[config.mk]
export PLATFORM = sky130hd
export DESIGN_NAME = nibble_serial_add_ctrl
export DESIGN_NICKNAME = d
export VERILOG_FILES = /design/src/rtl/nibble_serial_add_ctrl.sv
export SDC_FILE = /design/constraint.sdc
export NUM_CORES = 1
export LEC_CHECK = 0
export BUFFER_PORTS_ARGS = -buffer_cell sky130_fd_sc_hd__buf_2
export CAP_MARGIN = 25
export CORE_MARGIN = 10
export CORE_UTILIZATION = 40
export CTS_CLUSTER_SIZE = 25
export DETAILED_ROUTE_END_ITERATION = 8
export GPL_TIMING_DRIVEN = 0
export RECOVER_POWER = 25
export SKIP_LAST_GASP = 1
export SYNTH_ARGS = -nofsm -noshare
export SYNTH_HDL_FRONTEND = slang
export SYNTH_SLANG_ARGS = --single-unit
export TNS_END_PERCENT = 10
[constraint.sdc]
create_clock -name clk -period 2.32 [get_ports clk]
set_input_delay 0.58 -clock clk [delete_from_list [all_inputs] [get_ports clk]]
set_output_delay 0.58 -clock clk [all_outputs]
set_load 0.01 [all_outputs]
[src/rtl/nibble_serial_add_ctrl.sv]
// nibble_serial_add_ctrl: drives an external 4-bit adder one nibble per clock, LSB first, to form a 4*NIBBLES-bit sum.
// Optional macro NSA_SUB_EN adds a sub port for modular subtraction (B inverted, carry-in forced to 1).
module nibble_serial_add_ctrl #(
  parameter int NIBBLES = 4
) (
  input  logic                 clk,
  input  logic                 rst,
  input  logic                 start,
  input  logic [4*NIBBLES-1:0] op_a,
  input  logic [4*NIBBLES-1:0] op_b,
  input  logic                 cin_init,
`ifdef NSA_SUB_EN
  input  logic                 sub,
`endif
  output logic [3:0]           add_a,
  output logic [3:0]           add_b,
  output logic                 add_cin,
  input  logic [3:0]           add_s,
  input  logic                 add_co,
  output logic                 busy,
  output logic                 done,
  output logic [4*NIBBLES-1:0] result,
  output logic                 cout
);
  localparam int W  = 4*NIBBLES;
  localparam int IW = $clog2(NIBBLES);
  typedef enum logic [1:0] {IDLE, RUN, DONE} state_t;
  state_t         state;
  logic [W-1:0]   a_q, b_q, b_in;
  logic           carry, c_in, run;
  logic [IW-1:0]  idx;
`ifdef NSA_SUB_EN
  assign b_in = sub ? ~op_b : op_b;
  assign c_in = sub | cin_init;
`else
  assign b_in = op_b;
  assign c_in = cin_init;
`endif
  // adder inputs decode registered state only, so they are quiet outside RUN
  assign run     = state == RUN;
  assign add_a   = run ? a_q[4*idx +: 4] : 4'd0;
  assign add_b   = run ? b_q[4*idx +: 4] : 4'd0;
  assign add_cin = run & carry;
  always_ff @(posedge clk or posedge rst)
    if (rst) begin
      state  <= IDLE;
      a_q    <= '0;
      b_q    <= '0;
      carry  <= 1'b0;
      idx    <= '0;
      result <= '0;
      cout   <= 1'b0;
      busy   <= 1'b0;
      done   <= 1'b0;
    end else begin
      case (state)
        IDLE: if (start) begin
          a_q    <= op_a;
          b_q    <= b_in;
          carry  <= c_in;
          idx    <= '0;
          result <= '0;
          cout   <= 1'b0;
          busy   <= 1'b1;
          state  <= RUN;
        end
        RUN: begin
          result[4*idx +: 4] <= add_s;
          carry              <= add_co;
          if (idx == IW'(NIBBLES-1)) begin
            cout  <= add_co;
            busy  <= 1'b0;
            done  <= 1'b1;
            state <= DONE;
          end else idx <= idx + 1'b1;
        end
        default: begin
          done  <= 1'b0;
          state <= IDLE;
        end
      endcase
    end
endmodule

Word-level counts from Yosys, hierarchy flattened
Cells that the tools add are included.
Word-level totals
  register bits after elaboration: 56
  output and inout bits: 28
  word-level logic and storage cells: 51
Cells by class
  bitwise gates (word level): 2
  eq/ne operators: 5
  shift-type cells: 4
  reduce and logical (&&, ||, !) cells: 8
  muxes and demuxes: 21
  add/subtract/negate cells: 2
Operators with widths (count)
  $neg A4 Y34: 1
  $shift A4 B34 Y16 const A: 1
  $shiftx A4 B34 Y16: 1
  $pmux W16 S2: 1
  $shiftx A16 B5 Y4: 2
  $bwmux W16: 1
  $mux W16: 1
  $mux W2: 4
  $mux W4: 2
  $pmux W1 S2: 4
  $pmux W2 S2: 2
  $reduce_and A2 Y1: 4
  $mux W1: 6
  $reduce_and A3 Y1: 2
  $ne A2 B2 Y1 const B: 2
  $add A2 B1 Y2 const B: 1
  $eq A2 B1 Y1 const B: 1
  $eq A2 B2 Y1 const B: 1
  $logic_not A2 Y1: 1
  $ne A2 B1 Y1 const B: 1
  $reduce_bool A2 Y1: 1
  $and A1 B1 Y1: 1
  $not A1 Y1: 1

Logic depth before layout (Yosys ltp)
Gate-level depths: netlist (run 1).
  word-level depth: 4
  mapped depth: 6
  depth with buffers taken out: 5

Least setup slack after synthesis (run 1)
No wires, ideal clock.
  path type: register to output
  start point: reg idx[0]
  end point: out add_b[0]
  arrival: 1309 ps
  buffers on the path: 1
  setup slack: 431 ps
  cell stages (with the launch flop): 4
  cell sequence: dfrtp_1 buf_6 mux4_2 and2_1
On the way
  cells in the longest elaborated chain, start to end: 2
RTL lines
  start, declared: line 31  | logic [IW-1:0] idx;
  start signal, assigned: line 75  | end else idx <= idx + 1'b1;
  $shiftx A16 B5 Y4: line 42  | assign add_b = run ? b_q[4*idx +: 4] : 4'd0;
  $mux W4: line 42
  end, declared: line 16  | output logic [3:0] add_b,
No other way between the ends.

Worst setup path in the final report (run 1)
  start point: reg idx[0]
  end point: out add_b[3]
The elaborated chain is that of the path after synthesis.

==> metrics.cfg, run 1 <==
[global_routing]
grt_max_degree=44
globalRouteTotalUtil_pct=11.8
grt_pass1_wl_mm=9.65
grt_pass1_vias=1908
antenna_found_initial=0
overflow=0

[place]
dp_hpwl_mm=4.40
gp_congestion=0.713
port_buffers=68
placed_area_um2=3060
dp.cells=321

[layout]
final.fill_count=583
fin_cells=336
num-nets-final=305
fin_area_um2=3210
multi_input_area_um2=1100
antenna-diode-count=0
regArea_um2=1400
drive_gt1_share_pct=47.9
syn2layout_area_growth_pct=23.6

[logic_synthesis]
synth_edf_count=0
seq_area_frac_synth_pct=53.9
synth-simple-area-share_pct=10.1
synth_fa_ha_area_share_pct=2.89
ys_top_cells_by_count=dfrtp_1 (56), mux2_2 (18), a22o_1 (16), mux2_1 (15), nand2_1 (10)
synth.avg_cell_area_um2=14.8
synth_top_area_share_pct=53.9
synthCells=175
synthArstFlopShare_pct=100
synth_xor_area_share_pct=0
synth.distinct_cells=29
synthFlopType=dfrtp_1
synth_seq_cells=56
synthTopCellsByArea=dfrtp_1 (54%), mux2_2 (7.8%), mux2_1 (6.5%), a22o_1 (5.4%), mux4_2 (5.2%)
syn_nets=222
synth_area_um2=2600
synth-compound-area-share_pct=7.75
synth_top_family_by_area=multiplexers
yosys_warnings=0
muxShareOfSynthArea_pct=21.5
yosysTopAreaCell=dfrtp_1
yosysMostFrequentCell=dfrtp_1

[power_and_ir_drop]
p_per_area_nw_per_um2=1340
ir_drop_uv=626
p_clk_share_pct=14.5
combinationalPowerShare_pct=47.9
switchingPower_uw=1470
seqPwrFrac_pct=37.6
p_int_uw=2830
swShare_pct=34.1
power.leakage_uw=0.00157

[critical_path]
cp-end-kind=output port
crit_required_ns=1.74
path_buf_inv=2
path_delay_family=multiplexers
cp-start-kind=flop
critPathKind=flop to output port
slowest_stage=mux4_1
slowest_delay_ns=0.53
path_cells=buf_4, mux4_1, and2_1, buf_2
cp_data_arrival_time_ns=1.72
path_max_fanout=5

[floorplanning]
start_util_pct=41.2
rows=29
core_area_um2=6310
die_y_um=101
die_area_um2=10100
io_pins=69
die_x_um=101

[route]
post-route-drc-count=0
drt_first_iter_violations=16
wl_per_cell_um=17.3
wl_mm=5.81
vias_per_cell=5.04
dr.pass1.iters=4
vias=1695
ant_nets=0

[sta]
post-route-min-period_ns=2.30
skew_ns=0.00627
tightest_slew_ns=1.06
rsz0062_at_grt=true
relSlewSlack_pct=29.1
setup_tns_ns=0
fin_crit_sh_pct=98.9
setup_violations=0
slew_violations=0
finalHoldViolCount=0
fmax_ghz=0.436

[flow_run]
cap_violations=0

[cts]
cts_tree=done
htreeDepth=2
clkTransAtPathRegs_ns=0.10
clockRootBuffer=clkbuf_8
clock_latency_ns=0.30
clkSinkCount=56
cts_max_path_buffers=2
cts_hold_buf=0
cts_buffers=5

[min_path]
min_path_type=primary input to async pin

[status]
status=completed

worst paths after layout:
path | from | to | slack [ns] | depth (start not counted)
worst max-delay path | idx[0] | add_b[3] | 0.02 | 4
worst min-delay path | rst | b_q[10] | 0.30 | 2
min in group clk | op_a[13] | a_q[13] | 0.49 | 2
worst min register to register | busy | busy | 0.49 | 1
max in group asynchronous | rst | idx[0] | 0.53 | 3
worst max register to register | idx[1] | result[14] | 0.40 | 6
metrics by stage:
stage	util (%)	setup WS, ns	hold slack (ns)	power [uW]
final	50.9	0.0247	0.297	4300
after global placement	48.1	-0.370	0.459	3590
after detailed placement	48.4	0.136	0.468	3630
after global routing	50.9	-0.0504	0.328	4640
after floorplan	-	0.369	0.449	3040
after CTS	50.1	-0.0896	0.215	4270
metal layers:
layer  vias up  track usage [%]  wire length (um)
met5         -                0                 0
met4         0             2.61                22
met3         2             4.32               433
met2        44             19.2              2760
met1       846             14.6              2590
li1        803                -                 -
cell type report:
| class | instances | share of cell area, % |
|---|---|---|
| Inverter | 5 | 0.662 |
| Clock inverter | 2 | 1.09 |
| Buffer | 8 | 2.77 |
| Tap cell | 77 | 3.00 |
| Sequential cell | 56 | 43.7 |
| Timing Repair Buffer | 76 | 12.4 |
| Multi-Input combinational cell | 106 | 34.2 |
| Clock buffer | 6 | 2.26 |
power groups by stage:
stage / sequential (uW) / clock (uW) / combinational [uW]
after floorplan: 1630 / 0 / 1420
after global placement: 1640 / 0 / 1950
after detailed placement: 1640 / 0 / 1990
after CTS: 1630 / 647 / 2000
after global routing: 1680 / 686 / 2280
final: 1620 / 623 / 2060
logic make-up (layout without fill, tap and decap cells):
logic type / Yosys count / count (layout)
adders and majority gates: 6 / 6
buffers and inverters: 13 / 97
AOI/OAI and AO/OA: 25 / 25
and+or+nand+nor: 34 / 34
muxes: 41 / 41
DFF: 56 / 56
registers in the layout (all words and copies together) (netlist names), 2 cells and up:
name / cells
a_q: 16
b_q: 16
result: 16
idx: 2
state: 2
repair_timing:
item                                    in CTS  in global routing
resized for setup                            2                  2
buffers inserted                             0                  7
endpoints found under the hold margin        0                  0
endpoints found under the setup margin       8                  6
cells in the final DEF (no fill, tap or decap), types with 5 or more instances in the layout:
cell type  instances
buf_4              8
ha_1               6
mux2_1            15
a22o_1            16
mux4_2             6
nand2_1           10
mux2_2            18
buf_2             68
dfrtp_1           55
and2_1             9
clkbuf_8           5
a21o_1             5
buf_6              5
(Power assumes the default switching activity.)
==> inputs of run 2 (changes only) <==
- clock period: 2.32 -> 2.55 ns (I/O delays scaled with it)
==> metrics.cfg, run 2 (synthesized netlist as in run 1, its figures left out) <==
[cts]
post_cts_buffers=0  ; unchanged
cts_buffers=5  ; unchanged
htreeDepth=2  ; unchanged
clock_latency_ns=0.30  ; about the same
clockRootBuffer=clkbuf_8  ; unchanged
clkSinkCount=56  ; unchanged
clkTransAtPathRegs_ns=0.10  ; about the same
cts_max_path_buffers=2  ; unchanged
cts_tree=done  ; unchanged

[floorplanning]
io_pins=69  ; unchanged
core_area_um2=6310  ; unchanged
die_x_um=101  ; unchanged
die_area_um2=10100  ; unchanged
rows=29  ; unchanged
die_y_um=101  ; unchanged
start_util_pct=41.2  ; unchanged

[power_and_ir_drop]
power.leakage_uw=0.00153  ; was 0.00157 uW
ir_drop_uv=562  ; was 626 uV
p_per_area_nw_per_um2=1210  ; was 1340 nW/um2

[critical_path]
cp_data_arrival_time_ns=1.80  ; was 1.72 ns
cp-start-kind=flop  ; unchanged
path_max_fanout=10  ; was 5
slowest_delay_ns=0.50  ; was 0.53 ns
path_buf_inv=2  ; unchanged
path_delay_family=multiplexers  ; unchanged
cp-end-kind=output port  ; unchanged
path_cells=buf_6, mux4_2, and2_1, buf_2  ; was buf_4, mux4_1, and2_1, buf_2
cp.depth=4  ; unchanged
r2r_cells=6  ; unchanged
slowest_stage=mux4_2  ; was mux4_1
crit_required_ns=1.91  ; was 1.74 ns
critPathKind=flop to output port  ; unchanged

[global_routing]
grt_pass1_wl_mm=9.65  ; unchanged
grt_max_degree=44  ; unchanged
antenna_found_initial=0  ; unchanged
globalRouteTotalUtil_pct=11.8  ; unchanged
grt_pass1_vias=1908  ; unchanged
overflow=0  ; unchanged

[sta]
fin_crit_sh_pct=95.4
fmax_ghz=0.411
post-route-min-period_ns=2.43
setup_violations=0  ; unchanged
setup_tns_ns=0  ; unchanged
rsz0062_at_grt=false  ; was true
skew_ns=0.00700  ; was 0.00627 ns
slew_violations=0  ; unchanged
relSlewSlack_pct=29.2  ; was 29.1%
fin_ws_ns=0.117  ; was 0.0247 ns
tightest_slew_ns=1.06  ; about the same
finalHoldViolCount=0  ; unchanged

[route]
post-route-drc-count=0  ; unchanged
vias_per_cell=5.08  ; was 5.04
wl_per_cell_um=17.4  ; was 17.3 um
vias=1671  ; was 1695
wl_mm=5.74  ; was 5.81 mm
drt_first_iter_violations=22  ; was 16
ant_nets=0  ; unchanged
dr.pass1.iters=4  ; unchanged

[status]
status=completed  ; unchanged

[layout]
syn2layout_area_growth_pct=21.2  ; was 23.6%
final_common_cell=buf_2  ; unchanged
final_cell_mix=buf_2 (68), dfrtp_1 (55), mux2_2 (18)  ; unchanged
largest_registers=a_q (16), b_q (16), result (16)  ; unchanged
drive_gt1_share_pct=46.4  ; was 47.9%
final.fill_count=589  ; was 583
num-nets-final=298  ; was 305
antenna-diode-count=0  ; unchanged

[place]
dp_hpwl_mm=4.40  ; unchanged
port_buffers=68  ; unchanged
dpl_worst_slack_ns=0.338  ; was 0.136 ns
gp_congestion=0.713  ; unchanged

[min_path]
min_path_type=primary input to async pin  ; unchanged

[flow_run]
cap_violations=0  ; unchanged

## run 2: area by class of cell
| class | instances | area (um2) | share of cell area, % |
|---|---|---|---|
| flip-flops and latches | 56 | 1400 | 44.5 |
| multi-input cells | 106 | 1100 | 34.8 |
| inverters | 5 | 21.3 | 0.675 |
| clock inverters | 2 | 35.0 | 1.11 |
| plain buffers | 8 | 80.1 | 2.54 |
| clock buffers | 6 | 72.6 | 2.30 |
| repair buffers | 69 | 345 | 11.0 |
| well taps | 77 | 96.3 | 3.06 |
## run 2: worst paths after layout
kind                              from         end  slack [ns]
worst max-delay path            idx[0]    add_b[1]        0.12
worst min-delay path               rst     b_q[10]        0.35
worst max register to register  idx[1]  result[14]        0.65
worst min register to register    busy        busy        0.49
max in group asynchronous          rst      idx[0]        0.71
min in group clk                  busy        busy        0.49
## run 2: per-stage QoR
stage / hold WS, ns / instance area, um2 / total power, uW / cells / util (%)
3_5_place_dp: 0.468 / 3060 / 3300 / 321 / 48.4
4_1_cts: 0.273 / 3160 / 3880 / 329 / 50.1
3_3_place_gp: 0.459 / 3040 / 3270 / 320 / 48.1
2_1_floorplan: 0.449 / 2600 / 2770 / 175 / -
5_1_grt: 0.385 / 3150 / 4120 / 329 / 49.9
6_report: 0.354 / 3150 / 3810 / 329 / 49.9
## run 2: per-layer routing
metal / part of all wire [%] / GRT usage [%]
met1: 45 / 14.6
met4: 0.38 / 2.61
met5: 0 / 0
met3: 7.6 / 4.32
met2: 47 / 19.2
## run 2: power breakdown
part | internal (uW) | switching (uW) | total [uW]
registers | 1270 | 202 | 1470
logic | 929 | 837 | 1770
clock network | 292 | 275 | 567
## run 2: repair_timing
action                     in CTS  in global routing
setup endpoints to repair       3                  8
hold buffers                    0                  0
resized for setup               1                  2
